### src/rtl/hvac_pkg.sv
// Shared encodings for the HVAC actuator: FSM state codes and thermostat status codes.
package hvac_pkg;

  typedef enum logic [2:0] {
    IDLE  = 3'd0,
    HEAT  = 3'd1,
    COOL  = 3'd2,
    REST  = 3'd3,
    FAULT = 3'd4
  } state_t;

  localparam logic [1:0] STAT_IDLE = 2'd0;
  localparam logic [1:0] STAT_HEAT = 2'd1;
  localparam logic [1:0] STAT_COOL = 2'd2;
  localparam logic [1:0] STAT_ERR  = 2'd3;

endpackage

### src/rtl/status_debounce.sv
// Thermostat status debouncer: a value must hold for STABLE_S ticks before it
// reaches filt_o. An error code is passed straight through so that filt_o only
// leaves STAT_ERR once a non-error status has itself been stable.
module status_debounce
  import hvac_pkg::*;
#(
  parameter int unsigned STABLE_S = 3
) (
  input  logic       clk,
  input  logic       reset,
  input  logic       tick_i,
  input  logic [1:0] status_i,
  output logic [1:0] filt_o
);

  localparam int unsigned CW = $clog2(STABLE_S) + 1;

  logic [1:0]    cand_q;
  logic [CW-1:0] cnt_q;
  logic [1:0]    filt_q;

  // Track the candidate value, count stable ticks, and publish once stable.
  always_ff @(posedge clk) begin
    if (reset) begin
      cand_q <= STAT_IDLE;
      cnt_q  <= '0;
      filt_q <= STAT_IDLE;
    end else begin
      if (status_i != cand_q) begin
        cand_q <= status_i;
        cnt_q  <= '0;
      end else if (tick_i && (cnt_q != CW'(STABLE_S))) begin
        cnt_q <= cnt_q + 1'b1;
      end

      if (status_i == STAT_ERR) begin
        filt_q <= STAT_ERR;
      end else if (cnt_q == CW'(STABLE_S)) begin
        filt_q <= cand_q;
      end
    end
  end

  assign filt_o = filt_q;

endmodule

### src/rtl/hvac_actuator.sv
// HVAC actuator controller: one-second prescaler, debounced status, and a
// run/rest FSM driving heater, cooler and fan relays with an immediate error
// bypass into FAULT. Macro HVAC_FAULT_LATCH_EN makes FAULT sticky until reset.
module hvac_actuator
  import hvac_pkg::*;
#(
  parameter int unsigned CLK_HZ      = 50_000_000,
  parameter int unsigned STABLE_S    = 3,
  parameter int unsigned MIN_ON_S    = 60,
  parameter int unsigned MIN_OFF_S   = 120,
  parameter int unsigned FAN_PURGE_S = 30
) (
  input  logic       clk,
  input  logic       reset,
  input  logic [1:0] status,
  output logic       heater_on,
  output logic       cooler_on,
  output logic       fan_on,
  output logic       fault,
  output logic [2:0] state_out
);

  localparam int unsigned PW = $clog2(CLK_HZ) + 1;
  localparam int unsigned RW = $clog2(MIN_ON_S) + 1;
  localparam int unsigned OW = $clog2(MIN_OFF_S) + 1;

  logic [PW-1:0] presc_q;
  logic          tick;
  logic [1:0]    filt;

  state_t        state_q, state_d;
  logic [RW-1:0] run_q, run_d;
  logic [OW-1:0] rest_q, rest_d;
  logic          purge_q, purge_d;
  logic          heater_q, heater_d;
  logic          cooler_q, cooler_d;
  logic          fan_q, fan_d;
  logic          fault_q, fault_d;

  // Prescaler: wraps every CLK_HZ cycles, tick is high on the wrap cycle.
  always_ff @(posedge clk) begin
    if (reset || tick) presc_q <= '0;
    else               presc_q <= presc_q + 1'b1;
  end

  assign tick = (presc_q == PW'(CLK_HZ - 1));

  status_debounce #(
    .STABLE_S (STABLE_S)
  ) u_debounce (
    .clk      (clk),
    .reset    (reset),
    .tick_i   (tick),
    .status_i (status),
    .filt_o   (filt)
  );

  // State, counters and outputs register together on the same edge.
  always_ff @(posedge clk) begin
    if (reset) begin
      state_q  <= REST;
      run_q    <= '0;
      rest_q   <= '0;
      purge_q  <= 1'b0;
      heater_q <= 1'b0;
      cooler_q <= 1'b0;
      fan_q    <= 1'b0;
      fault_q  <= 1'b0;
    end else begin
      state_q  <= state_d;
      run_q    <= run_d;
      rest_q   <= rest_d;
      purge_q  <= purge_d;
      heater_q <= heater_d;
      cooler_q <= cooler_d;
      fan_q    <= fan_d;
      fault_q  <= fault_d;
    end
  end

  // Next state and counters; a raw error code overrides every other decision.
  always_comb begin
    state_d = state_q;
    run_d   = run_q;
    rest_d  = rest_q;
    purge_d = purge_q;
    case (state_q)
      IDLE: begin
        run_d = '0;
        if (filt == STAT_HEAT)      state_d = HEAT;
        else if (filt == STAT_COOL) state_d = COOL;
      end
      HEAT, COOL: begin
        if (tick && (run_q != RW'(MIN_ON_S))) run_d = run_q + 1'b1;
        if ((run_q == RW'(MIN_ON_S)) &&
            (filt != ((state_q == HEAT) ? STAT_HEAT : STAT_COOL))) begin
          state_d = REST;
          purge_d = 1'b1;
          rest_d  = '0;
        end
      end
      REST: begin
        if (rest_q == OW'(MIN_OFF_S))                 state_d = IDLE;
        else if (tick)                                rest_d  = rest_q + 1'b1;
      end
      FAULT: begin
`ifdef HVAC_FAULT_LATCH_EN
        state_d = FAULT;
`else
        if (filt != STAT_ERR) begin
          state_d = REST;
          purge_d = 1'b0;
          rest_d  = '0;
        end
`endif
      end
      default: begin
        state_d = REST;
        purge_d = 1'b0;
        rest_d  = '0;
      end
    endcase
    if (status == STAT_ERR) state_d = FAULT;
  end

  // Output decode from the next state so outputs land with the state change.
  always_comb begin
    heater_d = 1'b0;
    cooler_d = 1'b0;
    fan_d    = 1'b0;
    fault_d  = 1'b0;
    case (state_d)
      HEAT: begin
        heater_d = 1'b1;
        fan_d    = 1'b1;
      end
      COOL: begin
        cooler_d = 1'b1;
        fan_d    = 1'b1;
      end
      REST:    fan_d   = purge_d && (rest_d < OW'(FAN_PURGE_S));
      FAULT:   fault_d = 1'b1;
      default: ;
    endcase
  end

  assign heater_on = heater_q;
  assign cooler_on = cooler_q;
  assign fan_on    = fan_q;
  assign fault     = fault_q;
  assign state_out = state_q;

endmodule

### config.mk
export PLATFORM = sky130hd
export DESIGN_NAME = hvac_actuator
export DESIGN_NICKNAME = d
export VERILOG_FILES = /design/src/rtl/hvac_pkg.sv /design/src/rtl/status_debounce.sv /design/src/rtl/hvac_actuator.sv
export SDC_FILE = /design/constraint.sdc
export NUM_CORES = 1
export LEC_CHECK = 0
export CORE_AREA = 2 2 76 78
export CTS_BUF_LIST = sky130_fd_sc_hd__clkbuf_8
export DETAILED_ROUTE_END_ITERATION = 10
export DIE_AREA = 0 0 78 80
export PLACE_DENSITY_LB_ADDON = 0.1
export SLEW_MARGIN = 40
export SYNTH_ARGS = -nofsm -noshare
export SYNTH_HDL_FRONTEND = slang
export SYNTH_HIERARCHICAL = 1
export SYNTH_SLANG_ARGS = --single-unit
### constraint.sdc
create_clock -name clk -period 2.8 [get_ports clk]
set_clock_uncertainty 0.2 [all_clocks]
set_input_delay 0.56 -clock clk [delete_from_list [all_inputs] [get_ports clk]]
set_output_delay 0.56 -clock clk [all_outputs]
set_load 0.02 [all_outputs]
==> summary.md <==
| Metric | Value |
|---|---|
| Routed Antenna Nets | 0 |
| DIE AREA | 0.00624 mm2 |
| #FFs+latches synth | 57 |
| Clock-pin slew on the worst setup and hold paths | about 0.070 ns |
| Die Width | just under 80 um |
| Critical Path Source Type | register |
| Final hold slack | 0.245 ns |
| Nets | ~370 |
| Worst reg-to-reg setup slack | 0.16 ns |
| Total Wirelength | just under 6000 um |
| Top post-synthesis cells by area | dfxtp_1 39%, nor2_1 7.3%, xnor2_1 6.1% |
| Post-Synth Adder-Cell Area | 0.0341 |
| Hold_sp | presc_q[0] |
| Crit path DAT | between 2 and 3 ns |
| Grt ovf | 0 |
| Slew @ Worst Pin | about 0.59 ns |
| Num CTS Buffers | 9 |
| Clock sinks | 57 |
| Port bufs | 10 |
| Initial Util | 0.536 |
| GP Congestion | between 0.8 and 0.9 |
| CTS tree | done |
| FF-to-FF path depth | 6 |
| Compound-Gate Fraction of Synth Area | 0.101 |
| Rows | 27 |
| Post-Syn Area | between 0.002 and 0.003 mm2 |
| Syn Nets | 350 |
| Post-synthesis mux area share | 0.0173 |
| Top-count cell post-synth | dfxtp_1 |
| Synth cell count leaders | 57 x dfxtp_1, 56 x nor2_1, 21 x nand2_1, 21 x nand3_1, 20 x xnor2_1 |
| Crit-path slowest cell | or4b_2 |
| Setup violators final | 0 |
| Max FO, Critical Path | 6 |
| Ys Warns | 6 |
| Reg-to-reg startpoint | rest_q[4] |
| Worst Hold Endpoint | presc_q[0] |
| Chip Height | around 80 um |
| DRC errors left | 0 |
| Max_slew headroom | 0.602 |
| Vias in the first global route | 2177 |
| Largest net degree at the start of global routing | 27 |
| Final Hold Viols | 0 |
| Synth unique cells | 50 |
| Area delta synth->final | 16.6% |
| Final slew viol count | 0 |
| Wire per inst | 13.1 um |
| Final Cycle Share | 0.944 |
| First-pass GRT wire length | between 10000 and 15000 um |
| Initial antenna violation count | 0 |
| DRT iter0 DRCs | 127 |
| Setup crit end kind | register |
| Synthesized area per cell | roughly 8.5 um2 |
| GRT Total Usage | 0.205 |
| RSZ-0062 raised after global routing | false |
| EDFF count, synth | 0 |
| CTS Root Buffer Type | clkbuf_8 |
| Crit path buf inv count | 0 |
| Layout cells sized above 1 | 0.117 |
| Static Leak | 1.26 nW |
| Outcome | completed |
| WHS Path Cells | 1 |
| Max_cap viols | 0 |
| CP cell instances | nand4_1 > or4b_2 > a21o_1 > a211oi_1 > xnor2_1 > a32o_1 |
| CTS Hold Buffers Added | 0 |
| Setup Fix Bufs, Post-CTS | 0 |
| Clk Latency, worst-skew pair | 0.34 ns |
| Seq/Total Area, Yosys | 0.394 |
| Share of the synthesized area in the top cell type | 0.394 |
| Clock H-tree levels | 3 |
| Hold Path Class | reg2reg |
| Final Critical Period | ~2.6 ns |
| Via/cell ratio | ~5.3 |
| Core ar. | 0.00541 mm2 |
| PD cells | 548 mW/mm2 |
| Antenna Cells | 0 |
| WS Path Type | reg2reg |
| R2r endpoint | fan_on |
| VDD IR max | between 0.0003 and 0.0004 V |
| Final HPWL DP | just over 4000 um |
| Critical Path Source | rest_q[4] |
| Max Clk Rate | ~0.38 GHz |
| Main synth FF type | dfxtp_1 |
| Area share of and/or/nand/nor cells after synthesis | 0.319 |
| Crit path largest cell delay | 0.72 ns |
| IO Pins | 11 |
| CP required | ~2.8 ns |
| Synth area leader | dfxtp_1 |
| Main combinational cell family by area after synthesis | simple AND/OR/NAND/NOR gates |
| Clock buffer depth | 2 |
| Ys async rst share | 0 |
| Vias | about 2300 |
| Post-Synth XOR/XNOR Area | 0.106 |
| CTS resizes | 0 |
| Drt pass-1 iters | 4 |
| Top cell family by delay on the critical path | compound AO/OA/AOI/OAI gates |
| Final setup TNS | 0 ns |
| Post-Syn Instances | between 300 and 400 |
-- cell usage in the layout (no fill, tap or decap), types with 9 or more instances in the layout --
master            n
clkbuf_8         11
clkdlybuf4s50_1  10
nand3_1          21
buf_4            13
nor3_1           10
nand2_1          21
dfxtp_1          57
xnor2_1          20
nor2b_1          11
and3_1            9
nand4_1          11
nor2_1           56
xor2_1           15
inv_1            12
a21oi_1          15
-- worst register-to-register path: stages (launching register included) --
cell and delay (ns):
dfxtp_1 0.42, nand4_1 0.16, or4b_2 0.72, a21o_1 0.23
a211oi_1 0.47, xnor2_1 0.13, a32o_1 0.21
-- registers in the layout, summed over array words and instances (netlist names) --
name and flops:
cooler_on 1, fan_on 1, fault 1, heater_on 1
presc_q 27, purge_q 1, rest_q 8, run_q 7
state_out 3, u_debounce/cand_q 2, u_debounce/cnt_q 3, u_debounce/filt_o 2
-- per-layer routing --
layer / part of all wire / wire length, um / GRT usage / vias to the layer above
met5: 0 / 0 / 0 / -
met4: 0.029 / 165 / 0.121 / 0
met3: 0.032 / 182 / 0.0407 / 14
met2: 0.43 / 2470 / 0.299 / 37
met1: 0.51 / 2950 / 0.281 / 1067
li1: - / - / - / 1225
-- power breakdown --
| group | switching [mW] | internal [mW] | total, mW |
|---|---|---|---|
| Combinational | 0.0746 | 0.0536 | 0.128 |
| Clock | 0.337 | 0.546 | 0.883 |
| Sequential | 0.0136 | 0.824 | 0.838 |
| Total | 0.426 | 1.42 | 1.85 |
-- stage by stage --
stage | setup WS (ns) | total power, mW | cells | util | area (um2)
final | 0.156 | 1.85 | 440 | 0.624 | 3370
after global routing | 0.0283 | 1.92 | 440 | 0.624 | 3370
after CTS | 0.146 | 1.87 | 440 | 0.624 | 3370
after detailed placement | 0.155 | 0.983 | 424 | 0.582 | 3150
after global placement | 0.226 | 0.983 | 424 | 0.582 | 3150
after floorplan | 0.133 | 0.939 | 339 | - | 2900
-- cell type report --
class                   instances  area, um2
repair buffers                 23        198
well taps                      72       90.1
multi-input cells             260       1670
flip-flops and latches         57       1140
inverters                      12       45.0
fillers                       498       2030
clock inverters                 5       77.6
clock buffers                  11        151
-- worst max-delay path by stage --
| stage | end | depth (start not counted) |
|---|---|---|
| 2_1_floorplan | fan_on | 7 |
| 3_3_place_gp | run_q[3] | 7 |
| 3_5_place_dp | fan_on | 7 |
| 4_1_cts | fan_on | 7 |
| 5_1_grt | fan_on | 7 |
| 6_report | fan_on | 6 |
-- kinds of logic after synthesis --
| group | count (synthesis) |
|---|---|
| AO/OA/AOI/OAI | 43 |
| flip-flops | 57 |
| AND/OR/NAND/NOR | 169 |
| adder cells (fa/ha/maj) | 8 |
| XOR/XNOR | 35 |
| multiplexers | 5 |
| buffers and inverters | 22 |
Power figures use the tool's default switching activity.
